<file path="src/rtl/vga_scan_driver_if.sv">
// Bundle between the VGA scan driver and its pixel core / DAC pins.
// Names follow the driver's view: o_* are driven by the driver, i_* by the core.
//   o_pixel_row/o_pixel_col : coordinate issued to the pixel core (0 when blanked)
//   i_pixel_in              : colour returned by the core, CORE_LAT ticks later
//   o_rgb/o_hsync/o_vsync/o_de : registered pin outputs (syncs active-low)
//   o_vblank_start          : one-clock pulse at the start of vertical blank
interface vga_scan_driver_if #(
    parameter int WCOLOR = 6
);
    logic [8:0]        o_pixel_row;
    logic [9:0]        o_pixel_col;
    logic [WCOLOR-1:0] i_pixel_in;
    logic [WCOLOR-1:0] o_rgb;
    logic              o_hsync;
    logic              o_vsync;
    logic              o_de;
    logic              o_vblank_start;

    modport master (
        output o_pixel_row,
        output o_pixel_col,
        input  i_pixel_in,
        output o_rgb,
        output o_hsync,
        output o_vsync,
        output o_de,
        output o_vblank_start
    );

    modport slave (
        input  o_pixel_row,
        input  o_pixel_col,
        output i_pixel_in,
        input  o_rgb,
        input  o_hsync,
        input  o_vsync,
        input  o_de,
        input  o_vblank_start
    );
endinterface

</file>
<file path="src/rtl/vga_scan_driver.sv">
// 640x480@60 raster timing generator; feeds row/col to the pixel core and
// realigns sync/blank with the core's latency before registering the pins.
// Ports:
//   i_clk   : pixel clock
//   i_rst   : synchronous reset, active-high (wins over i_en)
//   i_en    : pixel tick; all scan state advances only when high
//   bus     : vga_scan_driver_if.master (core coordinate/colour + pin outputs)
module vga_scan_driver #(
    parameter int H_ACTIVE = 640,
    parameter int H_FP     = 16,
    parameter int H_SYNC   = 96,
    parameter int H_BP     = 48,
    parameter int V_ACTIVE = 480,
    parameter int V_FP     = 10,
    parameter int V_SYNC   = 2,
    parameter int V_BP     = 33,
    parameter int CORE_LAT = 1,
    parameter int WCOLOR   = 6
) (
    input  logic i_clk,
    input  logic i_rst,
    input  logic i_en,
    vga_scan_driver_if.master bus
);
    localparam int H_TOTAL = H_ACTIVE + H_FP + H_SYNC + H_BP;
    localparam int V_TOTAL = V_ACTIVE + V_FP + V_SYNC + V_BP;

    localparam logic [9:0] H_ACT   = 10'(H_ACTIVE);
    localparam logic [9:0] H_LAST  = 10'(H_TOTAL - 1);
    localparam logic [9:0] HS_BEG  = 10'(H_ACTIVE + H_FP);
    localparam logic [9:0] HS_END  = 10'(H_ACTIVE + H_FP + H_SYNC);
    localparam logic [9:0] V_ACT   = 10'(V_ACTIVE);
    localparam logic [9:0] V_ALAST = 10'(V_ACTIVE - 1);
    localparam logic [9:0] V_LAST  = 10'(V_TOTAL - 1);
    localparam logic [9:0] VS_BEG  = 10'(V_ACTIVE + V_FP);
    localparam logic [9:0] VS_END  = 10'(V_ACTIVE + V_FP + V_SYNC);

    logic [9:0]          r_h_cnt;
    logic [9:0]          r_v_cnt;
    logic [CORE_LAT-1:0] r_de_pipe;
    logic [CORE_LAT-1:0] r_hs_pipe;
    logic [CORE_LAT-1:0] r_vs_pipe;
    logic [WCOLOR-1:0]   r_rgb;
    logic                r_hsync;
    logic                r_vsync;
    logic                r_de;
    logic                r_vblank;

    logic            w_h_last;
    logic            w_v_last;
    logic            w_de_raw;
    logic            w_hs_raw;
    logic            w_vs_raw;
    logic [CORE_LAT:0] w_de_shift;
    logic [CORE_LAT:0] w_hs_shift;
    logic [CORE_LAT:0] w_vs_shift;

    assign w_h_last = (r_h_cnt == H_LAST);
    assign w_v_last = (r_v_cnt == V_LAST);
    assign w_de_raw = (r_h_cnt < H_ACT) && (r_v_cnt < V_ACT);
    assign w_hs_raw = !((r_h_cnt >= HS_BEG) && (r_h_cnt < HS_END));
    assign w_vs_raw = !((r_v_cnt >= VS_BEG) && (r_v_cnt < VS_END));

    // Raw value enters at bit 0; the oldest stage is the MSB of the pipe.
    // Building the shifted word this way also covers CORE_LAT == 1.
    assign w_de_shift = {r_de_pipe, w_de_raw};
    assign w_hs_shift = {r_hs_pipe, w_hs_raw};
    assign w_vs_shift = {r_vs_pipe, w_vs_raw};

    always_ff @(posedge i_clk) begin
        if (i_rst) begin
            r_h_cnt   <= '0;
            r_v_cnt   <= '0;
            r_de_pipe <= '0;
            r_hs_pipe <= '1;
            r_vs_pipe <= '1;
            r_rgb     <= '0;
            r_hsync   <= 1'b1;
            r_vsync   <= 1'b1;
            r_de      <= 1'b0;
            r_vblank  <= 1'b0;
        end else begin
            // Not en-gated: the pulse must drop after one clock even if en stalls.
            r_vblank <= i_en && w_h_last && (r_v_cnt == V_ALAST);
            if (i_en) begin
                if (w_h_last) begin
                    r_h_cnt <= '0;
                    r_v_cnt <= w_v_last ? 10'd0 : r_v_cnt + 10'd1;
                end else begin
                    r_h_cnt <= r_h_cnt + 10'd1;
                end
                r_de_pipe <= w_de_shift[CORE_LAT-1:0];
                r_hs_pipe <= w_hs_shift[CORE_LAT-1:0];
                r_vs_pipe <= w_vs_shift[CORE_LAT-1:0];
                r_rgb     <= r_de_pipe[CORE_LAT-1] ? bus.i_pixel_in : '0;
                r_hsync   <= r_hs_pipe[CORE_LAT-1];
                r_vsync   <= r_vs_pipe[CORE_LAT-1];
                r_de      <= r_de_pipe[CORE_LAT-1];
            end
        end
    end

    assign bus.o_pixel_row    = w_de_raw ? r_v_cnt[8:0] : 9'd0;
    assign bus.o_pixel_col    = w_de_raw ? r_h_cnt : 10'd0;
    assign bus.o_rgb          = r_rgb;
    assign bus.o_hsync        = r_hsync;
    assign bus.o_vsync        = r_vsync;
    assign bus.o_de           = r_de;
    assign bus.o_vblank_start = r_vblank;
endmodule

</file>
<file path="src/flat_wrapper.sv">
// flat-port wrapper written by rule: the top's interface ports become plain ports
module vga_scan_driver_flat 
#(
    parameter int H_ACTIVE = 640,
    parameter int H_FP     = 16,
    parameter int H_SYNC   = 96,
    parameter int H_BP     = 48,
    parameter int V_ACTIVE = 480,
    parameter int V_FP     = 10,
    parameter int V_SYNC   = 2,
    parameter int V_BP     = 33,
    parameter int CORE_LAT = 1,
    parameter int WCOLOR   = 6
)
  (i_clk, i_rst, i_en, bus_o_pixel_row, bus_o_pixel_col, bus_i_pixel_in, bus_o_rgb, bus_o_hsync, bus_o_vsync, bus_o_de, bus_o_vblank_start);
  vga_scan_driver_if #(.WCOLOR(WCOLOR)) bus_i ();
  input  logic i_clk;
  input  logic i_rst;
  input  logic i_en;
  output wire logic [$bits(bus_i.o_pixel_row)-1:0] bus_o_pixel_row;
  output wire logic [$bits(bus_i.o_pixel_col)-1:0] bus_o_pixel_col;
  input wire logic [$bits(bus_i.i_pixel_in)-1:0] bus_i_pixel_in;
  output wire logic [$bits(bus_i.o_rgb)-1:0] bus_o_rgb;
  output wire logic [$bits(bus_i.o_hsync)-1:0] bus_o_hsync;
  output wire logic [$bits(bus_i.o_vsync)-1:0] bus_o_vsync;
  output wire logic [$bits(bus_i.o_de)-1:0] bus_o_de;
  output wire logic [$bits(bus_i.o_vblank_start)-1:0] bus_o_vblank_start;
  assign bus_o_pixel_row = bus_i.o_pixel_row;
  assign bus_o_pixel_col = bus_i.o_pixel_col;
  assign bus_i.i_pixel_in = bus_i_pixel_in;
  assign bus_o_rgb = bus_i.o_rgb;
  assign bus_o_hsync = bus_i.o_hsync;
  assign bus_o_vsync = bus_i.o_vsync;
  assign bus_o_de = bus_i.o_de;
  assign bus_o_vblank_start = bus_i.o_vblank_start;
  vga_scan_driver #(.H_ACTIVE(H_ACTIVE), .H_FP(H_FP), .H_SYNC(H_SYNC), .H_BP(H_BP), .V_ACTIVE(V_ACTIVE), .V_FP(V_FP), .V_SYNC(V_SYNC), .V_BP(V_BP), .CORE_LAT(CORE_LAT), .WCOLOR(WCOLOR)) u_core (.i_clk(i_clk), .i_rst(i_rst), .i_en(i_en), .bus(bus_i));
endmodule
</file>
<file path="config.mk">
export PLATFORM = sky130hd
export DESIGN_NAME = vga_scan_driver_flat
export DESIGN_NICKNAME = d
export VERILOG_FILES = /design/src/rtl/vga_scan_driver_if.sv /design/src/rtl/vga_scan_driver.sv /design/src/flat_wrapper.sv
export SDC_FILE = /design/constraint.sdc
export NUM_CORES = 1
export LEC_CHECK = 0
export ABC_AREA = 1
export BUFFER_PORTS_ARGS = -buffer_cell sky130_fd_sc_hd__clkbuf_2
export CORE_MARGIN = 4
export CORE_UTILIZATION = 60
export CTS_BUF_LIST = sky130_fd_sc_hd__clkbuf_4 sky130_fd_sc_hd__clkbuf_8
export DETAILED_ROUTE_END_ITERATION = 10
export PLACE_DENSITY = 0.87
export SETUP_SLACK_MARGIN = 0.15
export SYNTH_ARGS = -nofsm -noshare
export SYNTH_HDL_FRONTEND = slang
export SYNTH_SLANG_ARGS = --single-unit
</file>
<file path="constraint.sdc">
create_clock -name i_clk -period 1.99 [get_ports i_clk]
set_input_delay 0.0995 -clock i_clk [delete_from_list [all_inputs] [get_ports i_clk]]
set_output_delay 0.0995 -clock i_clk [all_outputs]
set_load 0.01 [all_outputs]
</file>
**Word-level counts from Yosys, hierarchy flattened**

Cells that the tools add are included.

- Register bits: 33
- Input port bits: 9
- Output and inout bits: 29
- Word-level logic and storage cells: 34

- Add/subtract/negate cells: 2
- $lt $le $gt $ge: 6
- Equality and inequality tests: 3
- Muxes and demuxes: 5
- Reduce and logical (&&, ||, !) cells: 8

Operator list:

| operator | count |
|---|---|
| $mux W10 | 3 |
| $add A10 B1 Y10 const B | 2 |
| $eq A10 B10 Y1 const B | 2 |
| $lt A10 B10 Y1 const B | 2 |
| $lt A10 B9 Y1 const B | 2 |
| $eq A10 B9 Y1 const B | 1 |
| $ge A10 B10 Y1 const B | 1 |
| $ge A10 B9 Y1 const B | 1 |
| $mux W9 | 1 |
| $mux W6 | 1 |
| $logic_and A1 B1 Y1 | 5 |
| $logic_not A1 Y1 | 2 |
| $reduce_and A2 Y1 | 1 |

**Logic depth before layout (Yosys ltp)**

Gate-level depths: netlist of the first run.

- Word-level depth: 3
- Mapped depth: 9
- Depth with buffers taken out: 9

**Worst setup path after synthesis of the first run**

No wires, ideal clock.

- Kind: reg2reg
- Start point: reg u_core.r_h_cnt[0]
- End point: reg u_core.r_v_cnt[5]
- Arrival: 1203 ps
- Required time: 1876 ps
- Slack: 673 ps
- Stages on the path, launching flop included: 9
- Cells stage by stage: dfxtp_1 ha_1 nand2_2 nor2_4 nand2_2 nor2_8 nand2_2 nor2_1 nor2_2

- Longest elaborated chain between the ends: 2

Ends and longest elaborated chain:

| item | line | RTL |
|---|---|---|
| start: declaration | vga_scan_driver.sv:38 | `logic [9:0] r_h_cnt;` |
| start signal: assignment | vga_scan_driver.sv:90 | `r_h_cnt <= r_h_cnt + 10'd1;` |
| $eq A10 B10 Y1 | vga_scan_driver.sv:58 | `assign w_h_last = (r_h_cnt == H_LAST);` |
| $reduce_and A2 Y1 (no line) | n/a |  |
| end signal: assignment | vga_scan_driver.sv:88 | `r_v_cnt <= w_v_last ? 10'd0 : r_v_cnt + 10'd1;` |
| end: declaration | vga_scan_driver.sv:39 | `logic [9:0] r_v_cnt;` |

Every way passes these cells.
A chain may end at the register's enable or synchronous reset.

**Worst setup path after layout of the first run**

- Start point: reg u_core.r_v_cnt[6]
- End point: out bus_o_pixel_row[3]

- Longest elaborated chain between the ends: 3

Ends and longest elaborated chain:

| item | line | RTL |
|---|---|---|
| $lt A10 B9 Y1 | vga_scan_driver.sv:60 | `assign w_de_raw = (r_h_cnt < H_ACT) && (r_v_cnt < V_ACT);` |
| $logic_and A1 B1 Y1 | vga_scan_driver.sv:60 |  |
| $mux W9 | vga_scan_driver.sv:103 | `assign bus.o_pixel_row = w_de_raw ? r_v_cnt[8:0] : 9'd0;` |
| end: declaration | flat_wrapper.sv:20 | `output wire logic [$bits(bus_i.o_pixel_row)-1:0] bus_o_pixel_row;` |

Every way passes these cells.

==> tab_implementation.tex, run 1 <==
\begin{tabular}{lr}
\hline
Metric & Value \\
\hline
\multicolumn{2}{l}{\textbf{Place}} \\
\quad Last weighted congestion value of the routability-driven placer & 0.895 \\
\quad Post-DP HPWL & 2820 um \\
\quad Area after detailed placement & approximately 1900 um2 \\
\quad Number of input and output port buffers inserted & 37 \\
\quad Worst setup slack after placement & 0.506 ns \\
\multicolumn{2}{l}{\textbf{Logic synthesis}} \\
\quad Synth area leaders & dfxtp\_1, nor2\_1, nand2\_1, nand3\_1, inv\_1 \\
\quad Mean Syn Cell Area & 6.86 um2 \\
\quad Leading area contributor after synthesis & dfxtp\_1 \\
\quad Netlist Area Pre-Place & between 1500 and 2000 um2 \\
\quad Post-synthesis register bit count & 33 \\
\quad Ys Warns & 0 \\
\quad Number of cells produced by synthesis & 250 \\
\quad Synth Net Count & between 200 and 300 \\
\quad Share of the synthesized area in the top cell type & 38.5\% \\
\quad Seq/Total Area, Yosys & roughly two fifths \\
\quad Count of cell types in the netlist & 28 \\
\multicolumn{2}{l}{\textbf{CTS}} \\
\quad Buffers from clock root to sink, at most & 2 \\
\quad TritonCTS clock tree & built \\
\quad Number of buffers created by CTS & 5 \\
\quad Clock Root Buffer & clkbuf\_4 \\
\quad Htree depth & 2 \\
\quad Clock input transition at the sequential cells of the worst setup and hold paths & between 0.1 and 0.15 ns \\
\quad Worst-skew pair later-pin latency & around 0.35 ns \\
\quad Number of gates resized after CTS & 0 \\
\quad Clk sink count & 33 \\
\multicolumn{2}{l}{\textbf{Finish}} \\
\quad Share of cells above drive strength 1 & a little under a quarter \\
\quad Number of antenna cells inserted & 0 \\
\quad Core Util, Final & approximately 75\% \\
\quad Synthesis-to-layout area growth & 19.3\% \\
\quad Final net count & 309 \\
\quad Summed area of non-filler cells in the final layout & a little over 2000 um2 \\
\multicolumn{2}{l}{\textbf{Global route}} \\
\quad Global Route Usage Sum & 22.6\% \\
\quad Largest net degree at the start of global routing & 20 \\
\quad First-pass GRT wire length & around 6400 um \\
\quad Number of antenna violations at the first check in global routing & 0 \\
\quad Gr ovfl total & 0 \\
\quad Number of global-route vias before repair & 1,522 \\
\multicolumn{2}{l}{\textbf{Detailed routing}} \\
\quad Count of nets left with antenna violations after detail routing & 0 \\
\quad Number of design-rule violations left by the first detailed-router iteration & 94 \\
\quad Drt pass-1 iters & 4 \\
\quad Wire per inst & 11.8 um \\
\quad Vias post-DR & 1,712 \\
\quad Total length of routed wires & just under 4000 um \\
\quad Remaining routing DRC violations & 0 \\
\quad Vias/cell & 5.22 \\
\multicolumn{2}{l}{\textbf{STA}} \\
\quad Worst Slack Setup Final & 0.279 ns \\
\quad Period utilization & 86.0\% \\
\quad Final setup violation count & 0 \\
\quad Worst max-slew margin expressed relative to the limit & 66.2\% \\
\quad Highest attainable clock frequency & 0.585 GHz \\
\quad RSZ-0062 raised after global routing & no \\
\quad Measured slew at the worst slew-check pin & 0.506 ns \\
\quad WHS & around 0.095 ns \\
\quad Setup TNS after final layout & 0 ns \\
\quad Tmin final & 1.71 ns \\
\quad Count of pins over their slew limit & 0 \\
\quad Hold violation total from the final report & 0 \\
\quad Fin Clk Skew & 0.0200 ns \\
\multicolumn{2}{l}{\textbf{Power and ir drop}} \\
\quad Power per unit of standard cell area & 566 nW/um2 \\
\quad Cell internal power dissipation & about 0.84 mW \\
\quad Reg power frac & 59.3\% \\
\quad Switching share of total power & a little over a quarter \\
\quad Leakage & 0.927 nW \\
\quad Largest vdd supply drop & between 0.6 and 0.7 mV \\
\quad Combinational power share & 7.8\% \\
\quad Part of the power in the clock network & 32.9\% \\
\quad Switching Power & approximately 0.31 mW \\
\multicolumn{2}{l}{\textbf{Critical path}} \\
\quad Cell breakdown of the critical path & nand4\_1, nand4\_1, buf\_4, nor2\_1, clkbuf\_2 \\
\quad Maximum fanout along the worst path & 9 \\
\quad Required time at the endpoint of the critical path & 1.89 ns \\
\quad Worst stage delay on the critical path & 0.47 ns \\
\quad CP arrival & 1.61 ns \\
\quad Slack of the worst reg-to-reg path & between 0.4 and 0.5 ns \\
\quad Number of buffers and inverters on the critical path & 2 \\
\quad Cell repeated most along the worst path & nand4\_1 \\
\quad Element type at the critical path start & register \\
\quad Critical path class & reg2out \\
\quad Worst setup EP type & output port \\
\quad Family with the most delay on the worst path & flip-flops \\
\quad Crit path max-delay cell type & dfxtp\_1 \\
\multicolumn{2}{l}{\textbf{Worst hold path}} \\
\quad Path type of the worst min-delay path & in2reg \\
\multicolumn{2}{l}{\textbf{Floorplanning}} \\
\quad Total core area & roughly 2700 um2 \\
\quad Width of the die & 61.5 um \\
\quad Initial Utilization & 62.7\% \\
\quad IO Count & 38 \\
\quad Number of rows in the core area & 19 \\
\quad Chip height & 61.5 um \\
\quad Overall die area & 3780 um2 \\
\multicolumn{2}{l}{\textbf{Run status}} \\
\quad Outcome & finished clean \\
\multicolumn{2}{l}{\textbf{Flow run}} \\
\quad Max-capacitance violation count & 0 \\
\hline
\end{tabular}
-- routing by layer --
layer	GRT usage (%)	vias up	wire length, um
li1	-	890	-
met1	28.4	773	1750
met2	38.1	42	1840
met3	4.40	7	229
met4	8.79	0	54
met5	0	-	0
-- cells in the mapped netlist, drive strengths merged --
| library cell | count |
|---|---|
| a211oi | 2 |
| a21boi | 1 |
| a21oi | 16 |
| buf | 4 |
| clkbuf | 3 |
| clkinv | 1 |
| dfxtp | 33 |
| ha | 4 |
| inv | 27 |
| nand2 | 55 |
| nand3 | 22 |
| nand3b | 1 |
| nand4 | 8 |
| nor2 | 58 |
| nor3 | 5 |
| nor3b | 1 |
| o21ai | 7 |
| xor2 | 2 |
-- worst reg2reg max path, cell delays in order (launching register included) --
cell and delay, ns:
dfxtp_1 0.41, ha_1 0.23, nand3_2 0.11, nor2_4 0.17, nand2_2 0.12, nand2_4 0.15, nand2_4 0.11, nand2_1 0.07
nor2_1 0.04
-- cell usage in the layout, fill, tap and decap left out --
cell type       n
nand3_2         1
nor2_8          1
nand3b_1        1
ha_1            4
nor2_4          2
nor3b_1         1
clkinvlp_4      1
nand2_1        43
nand2_4         2
nand2_2        10
buf_4           3
nand3_1        21
xor2_1          2
a211oi_1        2
nor2_2          3
o21ai_1         2
clkbuf_4        5
nand4_1         8
dlygate4sd3_1   6
clkinv_2        2
nor2_1         52
a21oi_1        16
o21ai_0         5
clkbuf_2       37
dfxtp_1        33
nor3_1          4
nor3_2          1
clkinv_1        1
a21boi_0        1
inv_2           1
inv_1          26
-- sequential cells by signal (all words and copies together) (netlist names) --
name                       flops
u_core.bus.o_hsync             1
u_core.bus.o_rgb               6
u_core.r_vs_pipe               1
u_core.r_de_pipe               1
u_core.r_hs_pipe               1
u_core.bus.o_vsync             1
u_core.bus.o_vblank_start      1
u_core.r_v_cnt                10
u_core.r_h_cnt                10
u_core.bus.o_de                1
-- final cells by class --
type                            count  area (um2)
Clock buffer                        5        37.5
Clock inverter                      3        17.5
Tap cell                           31        38.8
Inverter                           28         105
Multi-Input combinational cell    182         918
Sequential cell                    33         661
Fill cell                         239         688
Timing Repair Buffer               46         268
-- worst paths after layout --
| kind | end | depth (start not counted) | from |
|---|---|---|---|
| max reg2reg | u_core.r_v_cnt[9] | 8 | u_core.r_h_cnt[0] |
| min reg2reg | u_core.bus.o_rgb[5] | 2 | u_core.bus.o_rgb[5] |
| max | bus_o_pixel_row[3] | 5 | u_core.r_v_cnt[6] |
| min | u_core.bus.o_rgb[1] | 2 | i_rst |
-- power by group through the flow --
stage / sequential, mW / combinational [mW] / clock, mW
final: 0.686 / 0.0909 / 0.381
after global routing: 0.688 / 0.103 / 0.417
after CTS: 0.686 / 0.0912 / 0.379
after detailed placement: 0.701 / 0.0817 / 0
after global placement: 0.700 / 0.0802 / 0
after floorplan: 0.701 / 0.0535 / 0
-- logic make-up (layout without fill, tap and decap cells) --
| kind of cell | count (synthesis) | after routing | synth area share [%] |
|---|---|---|---|
| adders and majority gates | 4 | 4 | 2.92 |
| buffers and inverters | 35 | 82 | 7.88 |
| AOI/OAI and AO/OA | 26 | 26 | 8.03 |
| DFF | 33 | 33 | 38.5 |
| and+or+nand+nor | 150 | 150 | 41.6 |
| xor gates and xnor gates | 2 | 2 | 1.02 |
-- repair_timing --
action | CTS | global route
buffers inserted | 1 | 0
setup endpoints to repair | 3 | 4
pin swaps | 1 | 1
hold buffers | 6 | 0
hold endpoints to repair | 6 | 0
-- metrics by stage --
| stage | power [mW] | instances |
|---|---|---|
| finish | 1.16 | 328 |
| global route | 1.21 | 328 |
| CTS | 1.16 | 328 |
| detailed placement | 0.783 | 313 |
| global placement | 0.781 | 313 |
| floorplan | 0.754 | 250 |
(Power assumes the default switching activity.)
==> run 2, diff against run 1 <==
--- a/config.mk
+++ b/config.mk
@@ -7,11 +7,10 @@
 export LEC_CHECK = 0
 export ABC_AREA = 1
 export BUFFER_PORTS_ARGS = -buffer_cell sky130_fd_sc_hd__clkbuf_2
-export CORE_MARGIN = 4
-export CORE_UTILIZATION = 60
+export CORE_MARGIN = 5
+export CORE_UTILIZATION = 35
 export CTS_BUF_LIST = sky130_fd_sc_hd__clkbuf_4 sky130_fd_sc_hd__clkbuf_8
 export DETAILED_ROUTE_END_ITERATION = 10
-export PLACE_DENSITY = 0.87
 export SETUP_SLACK_MARGIN = 0.15
 export SYNTH_ARGS = -nofsm -noshare
 export SYNTH_HDL_FRONTEND = slang
==> run 2 against run 1 <==
Non-clock buffer count down 7. Hold slack got worse by 0.039 ns. First-iteration DRC count decreased by 46%. Maximum frequency grew 11%. Via count decreased by 2.9%. Power up 8.4%. Clock skew down 0.010 ns. Sequential power about the same. Setup slack improved by 0.17 ns. Critical path type unchanged. Largest cell class unchanged. Largest power group unchanged.
==> tab_implementation.tex, run 2 (synthesized netlist as in run 1, its figures left out) <==
\begin{tabular}{lr}
\hline
Metric & Value \\
\hline
\multicolumn{2}{l}{\textbf{Flow run}} \\
\quad Max-capacitance violation count & 0 \\
\multicolumn{2}{l}{\textbf{CTS}} \\
\quad Buffers from clock root to sink, at most & 2 \\
\quad Post-CTS setup buffer count & 0 \\
\quad Worst-skew pair later-pin latency & 0.29 ns \\
\quad Clk sink count & 33 \\
\quad Clock Root Buffer & clkbuf\_8 \\
\quad Hold buffer count at cts & 0 \\
\quad Clock input transition at the sequential cells of the worst setup and hold paths & roughly 0.070 ns \\
\quad TritonCTS clock tree & built \\
\quad Number of buffers created by CTS & 5 \\
\quad Number of gates resized after CTS & 0 \\
\quad Htree depth & 2 \\
\multicolumn{2}{l}{\textbf{Floorplanning}} \\
\quad Initial Utilization & 36.1\% \\
\quad Chip height & 80.0 um \\
\quad Overall die area & 6400 um2 \\
\quad Width of the die & 80.0 um \\
\quad Total core area & 4750 um2 \\
\quad IO Count & 38 \\
\quad Number of rows in the core area & 25 \\
\multicolumn{2}{l}{\textbf{STA}} \\
\quad Count of pins over their slew limit & 0 \\
\quad RSZ-0062 raised after global routing & no \\
\quad Measured slew at the worst slew-check pin & approximately 0.51 ns \\
\quad Setup TNS after final layout & 0 ns \\
\quad Worst max-slew margin expressed relative to the limit & 65.7\% \\
\quad Final setup violation count & 0 \\
\quad Tmin final & 1.54 ns \\
\quad WHS & 0.0560 ns \\
\quad Fin Clk Skew & roughly 0.0096 ns \\
\quad Hold violation total from the final report & 0 \\
\quad Highest attainable clock frequency & 0.648 GHz \\
\quad Period utilization & $\sim$78\% \\
\multicolumn{2}{l}{\textbf{Finish}} \\
\quad Number of antenna cells inserted & 0 \\
\quad Most common cell after layout, fill and taps aside & nor2\_1 \\
\quad Final net count & slightly above 300 \\
\quad \# fillers & 534 \\
\quad Share of cells above drive strength 1 & 23.4\% \\
\quad Synthesis-to-layout area growth & 19.9\% \\
\quad Commonest non-fill, non-tap cells in the layout & nor2\_1, nand2\_1, clkbuf\_2 \\
\multicolumn{2}{l}{\textbf{Global route}} \\
\quad Number of global-route vias before repair & 1,526 \\
\quad First-pass GRT wire length & 6820 um \\
\quad Number of antenna violations at the first check in global routing & 0 \\
\quad Gr ovfl total & 0 \\
\quad Largest net degree at the start of global routing & 20 \\
\quad Global Route Usage Sum & between 10\% and 20\% \\
\multicolumn{2}{l}{\textbf{Detailed routing}} \\
\quad Remaining routing DRC violations & 0 \\
\quad Total length of routed wires & 4040 um \\
\quad Number of design-rule violations left by the first detailed-router iteration & 51 \\
\quad Wire per inst & 11.3 um \\
\quad Drt pass-1 iters & 4 \\
\quad Vias post-DR & 1,662 \\
\quad Count of nets left with antenna violations after detail routing & 0 \\
\quad Vias/cell & around 4.7 \\
\multicolumn{2}{l}{\textbf{Critical path}} \\
\quad Element type at the critical path start & register \\
\quad CP arrival & 1.44 ns \\
\quad CP Launch Point & u\_core.r\_v\_cnt[5] \\
\quad Worst R2R Start & u\_core.r\_h\_cnt[0] \\
\quad Critical path class & reg2out \\
\quad Worst setup EP type & output port \\
\quad Maximum fanout along the worst path & 11 \\
\quad Required time at the endpoint of the critical path & 1.89 ns \\
\multicolumn{2}{l}{\textbf{Run status}} \\
\quad Outcome & finished clean \\
\multicolumn{2}{l}{\textbf{Power and ir drop}} \\
\quad Largest vdd supply drop & 0.306 mV \\
\quad Power per unit of standard cell area & 611 nW/um2 \\
\quad Leakage & 0.909 nW \\
\multicolumn{2}{l}{\textbf{Worst hold path}} \\
\quad Startpoint of the lowest-slack hold path & bus\_i\_pixel\_in[3] \\
\quad Path type of the worst min-delay path & in2reg \\
\multicolumn{2}{l}{\textbf{Place}} \\
\quad Number of input and output port buffers inserted & 37 \\
\quad Post-DP HPWL & 3020 um \\
\quad Last weighted congestion value of the routability-driven placer & 0.848 \\
\hline
\end{tabular}
## run 2: cell type report
type	instances	area, um2	area share, %
flip-flops and latches	33	661	32.2
clock inverters	3	17.5	0.853
repair buffers	39	200	9.74
inverters	28	105	5.12
multi-input cells	182	918	44.7
clock buffers	5	68.8	3.35
well taps	67	83.8	4.08
## run 2: per-stage QoR
stage               area, um2  instances  setup WS, ns  total power, mW  util, %
floorplan                1710        250         0.673            0.754        -
global placement         1970        349         0.543            0.784     41.4
detailed placement       1970        349         0.500            0.785     41.4
CTS                      2050        357         0.440             1.28     43.2
global route             2050        357         0.336             1.32     43.2
finish                   2050        357         0.447             1.26     43.2
## run 2: worst paths after layout
| path | cells past startpoint | slack [ns] | end |
|---|---|---|---|
| worst max-delay path | 5 | 0.45 | bus_o_pixel_col[4] |
| worst min-delay path | 3 | 0.06 | u_core.bus.o_rgb[3] |
| worst max register to register | 8 | 0.49 | u_core.r_v_cnt[1] |
| worst min register to register | 2 | 0.46 | u_core.bus.o_hsync |
## run 2: where the power goes
group / switching (mW) / total, mW / internal (mW)
Clock: 0.246 / 0.487 / 0.241
Combinational: 0.0529 / 0.0823 / 0.0294
Sequential: 0.0116 / 0.686 / 0.675
## run 2: per-layer routing
metal / track usage, % / vias to the layer above / routed length [um]
li1: - / 876 / -
met1: 17.2 / 737 / 1960
met2: 21.2 / 43 / 1750
met3: 4.40 / 6 / 272
met4: 4.22 / 0 / 56
met5: 0 / - / 0
## run 2: worst max-delay path, cell delays in order, from the launching register on
cell and delay, ns:
dfxtp_1 0.44, nand4_1 0.19, nand4_1 0.14, buf_4 0.20
nor2_1 0.06, clkbuf_2 0.13
